==> src/rtl/reg_file_mp_pkg.sv <==
// Shared defaults and helpers for the multi-port register file.
package reg_file_mp_pkg;

    localparam int unsigned DEF_DATA_W = 32;
    localparam int unsigned DEF_ADDR_W = 5;
    localparam int unsigned DEF_NUM_RD = 2;

    // Low bit index of slice idx in a vector of equal-width fields.
    function automatic int unsigned slice_lo(input int unsigned idx, input int unsigned width);
        return idx * width;
    endfunction

endpackage

==> src/rtl/reg_file_mp_scoreboard.sv <==
// Pending-bit scoreboard: one bit per register, set on issue, cleared on write.
module reg_scoreboard
    import reg_file_mp_pkg::*;
#(
    parameter int unsigned ADDR_W   = DEF_ADDR_W,
    parameter int unsigned ZERO_REG = 1
) (
    input  logic                  clk,
    input  logic                  reset,
    input  logic                  write0,
    input  logic [ADDR_W-1:0]     waddr0,
    input  logic                  write1,
    input  logic [ADDR_W-1:0]     waddr1,
    input  logic                  issue,
    input  logic [ADDR_W-1:0]     issue_addr,
    output logic [2**ADDR_W-1:0]  pending
);

    localparam int unsigned DEPTH = 2 ** ADDR_W;

    logic [DEPTH-1:0] pending_q;
    logic [DEPTH-1:0] pending_d;

    // Next state: writes clear first, then issue sets so issue wins on a collision.
    always_comb begin
        pending_d = pending_q;
        if (write0) begin
            pending_d[waddr0] = 1'b0;
        end
        if (write1) begin
            pending_d[waddr1] = 1'b0;
        end
        if (issue) begin
            pending_d[issue_addr] = 1'b1;
        end
        if (ZERO_REG != 0) begin
            pending_d[0] = 1'b0;
        end
    end

    // Pending register with synchronous reset.
    always_ff @(posedge clk) begin
        if (reset) begin
            pending_q <= '0;
        end else begin
            pending_q <= pending_d;
        end
    end

    assign pending = pending_q;

endmodule

==> src/rtl/reg_file_mp.sv <==
// Multi-port register file: two write ports, NUM_RD combinational read ports,
// optional write-to-read bypass, optional hardwired zero register and a
// per-register pending scoreboard reported per read port.
module reg_file_mp
    import reg_file_mp_pkg::*;
#(
    parameter int unsigned DATA_W   = DEF_DATA_W,
    parameter int unsigned ADDR_W   = DEF_ADDR_W,
    parameter int unsigned NUM_RD   = DEF_NUM_RD,
    parameter int unsigned ZERO_REG = 1,
    parameter int unsigned BYPASS   = 1
) (
    input  logic                       CLK,
    input  logic                       RESET,
    input  logic [DATA_W-1:0]          IN0,
    input  logic [ADDR_W-1:0]          INADDRESS0,
    input  logic                       WRITE0,
    input  logic [DATA_W-1:0]          IN1,
    input  logic [ADDR_W-1:0]          INADDRESS1,
    input  logic                       WRITE1,
    input  logic [NUM_RD*ADDR_W-1:0]   OUTADDRESS,
    output logic [NUM_RD*DATA_W-1:0]   OUT,
    input  logic                       ISSUE,
    input  logic [ADDR_W-1:0]          ISSUEADDRESS,
    output logic [NUM_RD-1:0]          BUSY
);

    localparam int unsigned DEPTH = 2 ** ADDR_W;

    logic [DATA_W-1:0] regs_q [DEPTH];
    logic [DEPTH-1:0]  pending;
    logic              wr0_en;
    logic              wr1_en;

    // Writes aimed at a hardwired zero register are dropped entirely, which
    // also keeps them out of the bypass path.
    assign wr0_en = WRITE0 && !((ZERO_REG != 0) && (INADDRESS0 == '0));
    assign wr1_en = WRITE1 && !((ZERO_REG != 0) && (INADDRESS1 == '0));

    // Storage array; port 1 is applied last so it wins a same-address collision.
    always_ff @(posedge CLK) begin
        if (RESET) begin
            for (int i = 0; i < DEPTH; i++) begin
                regs_q[i] <= '0;
            end
        end else begin
            if (wr0_en) begin
                regs_q[INADDRESS0] <= IN0;
            end
            if (wr1_en) begin
                regs_q[INADDRESS1] <= IN1;
            end
        end
    end

    reg_scoreboard #(
        .ADDR_W   (ADDR_W),
        .ZERO_REG (ZERO_REG)
    ) u_scoreboard (
        .clk        (CLK),
        .reset      (RESET),
        .write0     (WRITE0),
        .waddr0     (INADDRESS0),
        .write1     (WRITE1),
        .waddr1     (INADDRESS1),
        .issue      (ISSUE),
        .issue_addr (ISSUEADDRESS),
        .pending    (pending)
    );

    for (genvar k = 0; k < NUM_RD; k++) begin : g_rd
        logic [ADDR_W-1:0] rd_addr;
        logic [DATA_W-1:0] rd_data;
        logic              rd_busy;

        assign rd_addr = OUTADDRESS[slice_lo(k, ADDR_W) +: ADDR_W];

        // Read mux: array, then bypass (port 1 over port 0), then zero-register override.
        always_comb begin
            rd_data = regs_q[rd_addr];
            rd_busy = pending[rd_addr];
            if (BYPASS != 0) begin
                if (wr0_en && (rd_addr == INADDRESS0)) begin
                    rd_data = IN0;
                    rd_busy = 1'b0;
                end
                if (wr1_en && (rd_addr == INADDRESS1)) begin
                    rd_data = IN1;
                    rd_busy = 1'b0;
                end
            end
            if ((ZERO_REG != 0) && (rd_addr == '0)) begin
                rd_data = '0;
                rd_busy = 1'b0;
            end
        end

        assign OUT[slice_lo(k, DATA_W) +: DATA_W] = rd_data;
        assign BUSY[k]                            = rd_busy;
    end

endmodule

==> config.mk <==
export PLATFORM = sky130hd
export DESIGN_NAME = reg_file_mp
export DESIGN_NICKNAME = d
export VERILOG_FILES = /design/src/rtl/reg_file_mp_pkg.sv /design/src/rtl/reg_file_mp_scoreboard.sv /design/src/rtl/reg_file_mp.sv
export SDC_FILE = /design/constraint.sdc
export NUM_CORES = 2
export LEC_CHECK = 0
export ABC_CLOCK_PERIOD_IN_PS = 7850
export BUFFER_PORTS_ARGS = -buffer_cell sky130_fd_sc_hd__buf_2
export CAP_MARGIN = 20
export CELL_PAD_IN_SITES_DETAIL_PLACEMENT = 1
export CELL_PAD_IN_SITES_GLOBAL_PLACEMENT = 2
export CORE_ASPECT_RATIO = 1.4
export CORE_MARGIN = 3
export CORE_UTILIZATION = 37
export DETAILED_ROUTE_END_ITERATION = 8
export PLACE_DENSITY_LB_ADDON = 0.1
export SYNTH_ARGS = -nofsm -noshare
export SYNTH_HDL_FRONTEND = slang
export SYNTH_SLANG_ARGS = --single-unit
==> constraint.sdc <==
create_clock -name CLK -period 7.85 [get_ports CLK]
set_input_delay 2.355 -clock CLK [delete_from_list [all_inputs] [get_ports CLK]]
set_output_delay 2.355 -clock CLK [all_outputs]
set_load 0.01 [all_outputs]
==> reports/metrics.cfg <==
[timing]
period_share = 0.999
period_needed_ns = 7.84
worst_slew_pin_slew_ns = 1.15
finalHoldViolCount = 0
finClkSkew_ns = 0
finalSetupTns_ns = 0
relSlewSlack = 0.224
maxSlewViolCount = 0
fmax_mhz = 128
rsz0062_at_grt = no
setup_viol = 0

[grt]
grt_pass1_wl_um = 418000
grt_usage = 0.335
antenna_found_initial = 11
grt_max_degree = 72
grt_pass1_vias = 51773
grt-ovfl-total = 0

[logic_synthesis]
yosysUniqueCellTypes = 65
ys_warn_count = 0
syn_inst = 5382
synth_seq_cells = 1055
synth-main-ff-cell = edfxtp_1
synth_edf_count = 1024
yosysSeqAreaShare = 0.493
synth_area_um2 = 63700
ys_async_sr_fraction = 0
synth_area_per_cell_um2 = 11.8

[setup_path]
crit_type = in -> out
critPathArrivalTime_ns = 5.48
worstPathCellList = buf_8 > buf_4 > nor2b_4 > buf_12 > a22o_1 > nor3_1 > buf_4 > nor4_1 > a221o_1 > buf_2
rrSetupSlack_ns = 7.12
cp-end-kind = primary output
cp-start-kind = input pin
crit_top_cell = buf_4
cp_max_fo = 30
cp_slowest_stage_delay_ns = 0.87
critPathRequiredTime_ns = 5.50
critPathSlowestCell = nor4_1

[clock_tree]
cts.clk_slew.worst_paths_ns = 0.06
cts_root_buffer = clkbuf_16
tritoncts = done
cts_made_buffers = 115
cts_sinks = 1055
postCtsHoldBufs = 0
cts_setup_buffers = 0
cts_resized = 0
htreeDepth = 3
cts_buffer_depth = 3
insertion_delay_ns = 0.77

[floorplanning]
die_w_um = 357
dieArea_um2 = 177000
io_pins = 160
rows = 179
start_util = 0.374
die_y_um = 497
core_um2 = 170000

[hold_path]
hold_class = reg -> reg

[detailed_routing]
detail_route.iter0.violations = 5603
wire_per_inst_um = 39.6
drt_wl_total_um = 302000
vias = 50580
drtAntennaViolNets = 0
drc_errors = 0
routed_via_density = 6.63
dr.pass1.iters = 7

[power_and_ir_drop]
vdd_drop_max_mv = 0.202
p_leak_nw = 23.3
powerDensity_nw_per_um2 = 202

[run]
maxCapViolCount = 0

[finish]
area_growth_pct = 11.7
fin_util = 0.417
nets = 5354
layout-drive-gt1-share = 0.233
fill_cells = 17715
postLayoutCellArea_um2 = 71100

[placed_design]
numPortBuffers = 159
place_congestion = 0.940
place_area_um2 = 67500
dpl.hpwl_um = 193000

[outcome]
status = finished, final reports clean

[final cells by class]
type | count | area (um2) | area share
clock buffers | 155 | 3140 | 0.0442
multi-input cells | 3553 | 29300 | 0.412
flip-flops and latches | 1055 | 31400 | 0.441
diodes | 3 | 7.51 | 0.000106
well taps | 2262 | 2830 | 0.0398
repair buffers | 503 | 3870 | 0.0545
inverters | 32 | 120 | 0.00169
clock inverters | 65 | 452 | 0.00635
[per-layer routing]
layer / vias to the layer above / global-route usage / share of wire
met3: 708 / 0.0521 / 0.070
met2: 2529 / 0.554 / 0.48
li1: 20617 / - / -
met1: 26716 / 0.406 / 0.37
met5: - / 0 / 0.00022
met4: 10 / 0.213 / 0.073
[final timing paths]
path                                               start                       end  cells after the start
worst min register to register  u_scoreboard.pending[25]  u_scoreboard.pending[25]                      2
worst min-delay path            u_scoreboard.pending[25]  u_scoreboard.pending[25]                      2
worst max-delay path                       OUTADDRESS[5]                   OUT[61]                     10
worst max register to register  u_scoreboard.pending[15]  u_scoreboard.pending[15]                      2
[cells in the mapped netlist, types with 22 or more instances]
cell | count | area share
o21ai_0 | 539 | 0.042
edfxtp_1 | 1024 | 0.48
clkbuf_2 | 29 | 0.0023
a221o_1 | 30 | 0.0047
a21oi_1 | 53 | 0.0042
nor4_1 | 24 | 0.0024
mux4_2 | 450 | 0.16
nor2_1 | 95 | 0.0056
dfxtp_1 | 31 | 0.0097
buf_4 | 41 | 0.0048
clkbuf_1 | 479 | 0.028
nand2_1 | 1055 | 0.062
buf_6 | 22 | 0.0039
nor3_2 | 25 | 0.0039
buf_2 | 156 | 0.012
o22ai_1 | 66 | 0.0065
o221ai_1 | 61 | 0.0084
inv_1 | 32 | 0.0019
a221oi_1 | 30 | 0.0041
a22o_1 | 547 | 0.075
a211o_1 | 47 | 0.0065
buf_1 | 40 | 0.0024
a22oi_1 | 110 | 0.013
mux2i_1 | 141 | 0.022
a211oi_1 | 34 | 0.0040
[placed cells by master, fill, tap and decap left out, types with 33 or more instances in the layout]
cell       netlist  routed
nand2_1       1055    1055
edfxtp_1      1024    1024
a22o_1         547     547
o21ai_0        539     539
mux4_2         450     450
buf_4           41     311
buf_2          156     151
mux2i_1        141     141
clkbuf_16        0     119
a22oi_1        110     110
o22ai_1         66      66
o221ai_1        61      61
a21oi_1         53      53
nor2_4           0      51
nor2_1          95      45
buf_12           4      35
a211oi_1        34      34
clkinv_1         0      34
clkbuf_1       479      33
[metrics by stage]
| stage | std cells | hold slack [ns] | power [W] | setup slack [ns] |
|---|---|---|---|---|
| floorplan | 5413 | 0.477 | 0.00796 | 1.44 |
| global placement | 7403 | 0.496 | 0.00898 | 0.0847 |
| detailed placement | 7404 | 0.512 | 0.00902 | 0.118 |
| CTS | 7624 | 0.526 | 0.0144 | 0.117 |
| global route | 7626 | 0.564 | 0.0147 | 0.0709 |
| finish | 7628 | 0.527 | 0.0144 | 0.0115 |
[critical path: cells and delay by family]
family | cells | cell delay, ns
compound gates | 2 | 0.62
buf+inv | 5 | 1.24
simple gates | 3 | 1.20
[power breakdown]
group	internal (W)	switching [W]	total (W)
registers	0.00651	0.000173	0.00668
clock network	0.00296	0.00249	0.00545
logic	0.000816	0.00144	0.00225
total	0.0103	0.00410	0.0144
[kinds of logic (layout without fill, tap and decap cells)]
family / Yosys count / after routing / synth area share
AND/OR/NAND/NOR: 1360 / 1360 / 0.0907
multiplexers: 603 / 603 / 0.185
AO/OA/AOI/OAI: 1538 / 1538 / 0.172
other: 1 / 35 / 0.0000589
buffers and inverters: 805 / 755 / 0.0575
flip-flops: 1055 / 1055 / 0.493
XOR/XNOR: 20 / 20 / 0.00275
[state kept, by name (all words and copies together), names as in the netlist]
register              cells
regs_q                 1024
u_scoreboard.pending     31
Power figures use the tool's default switching activity.
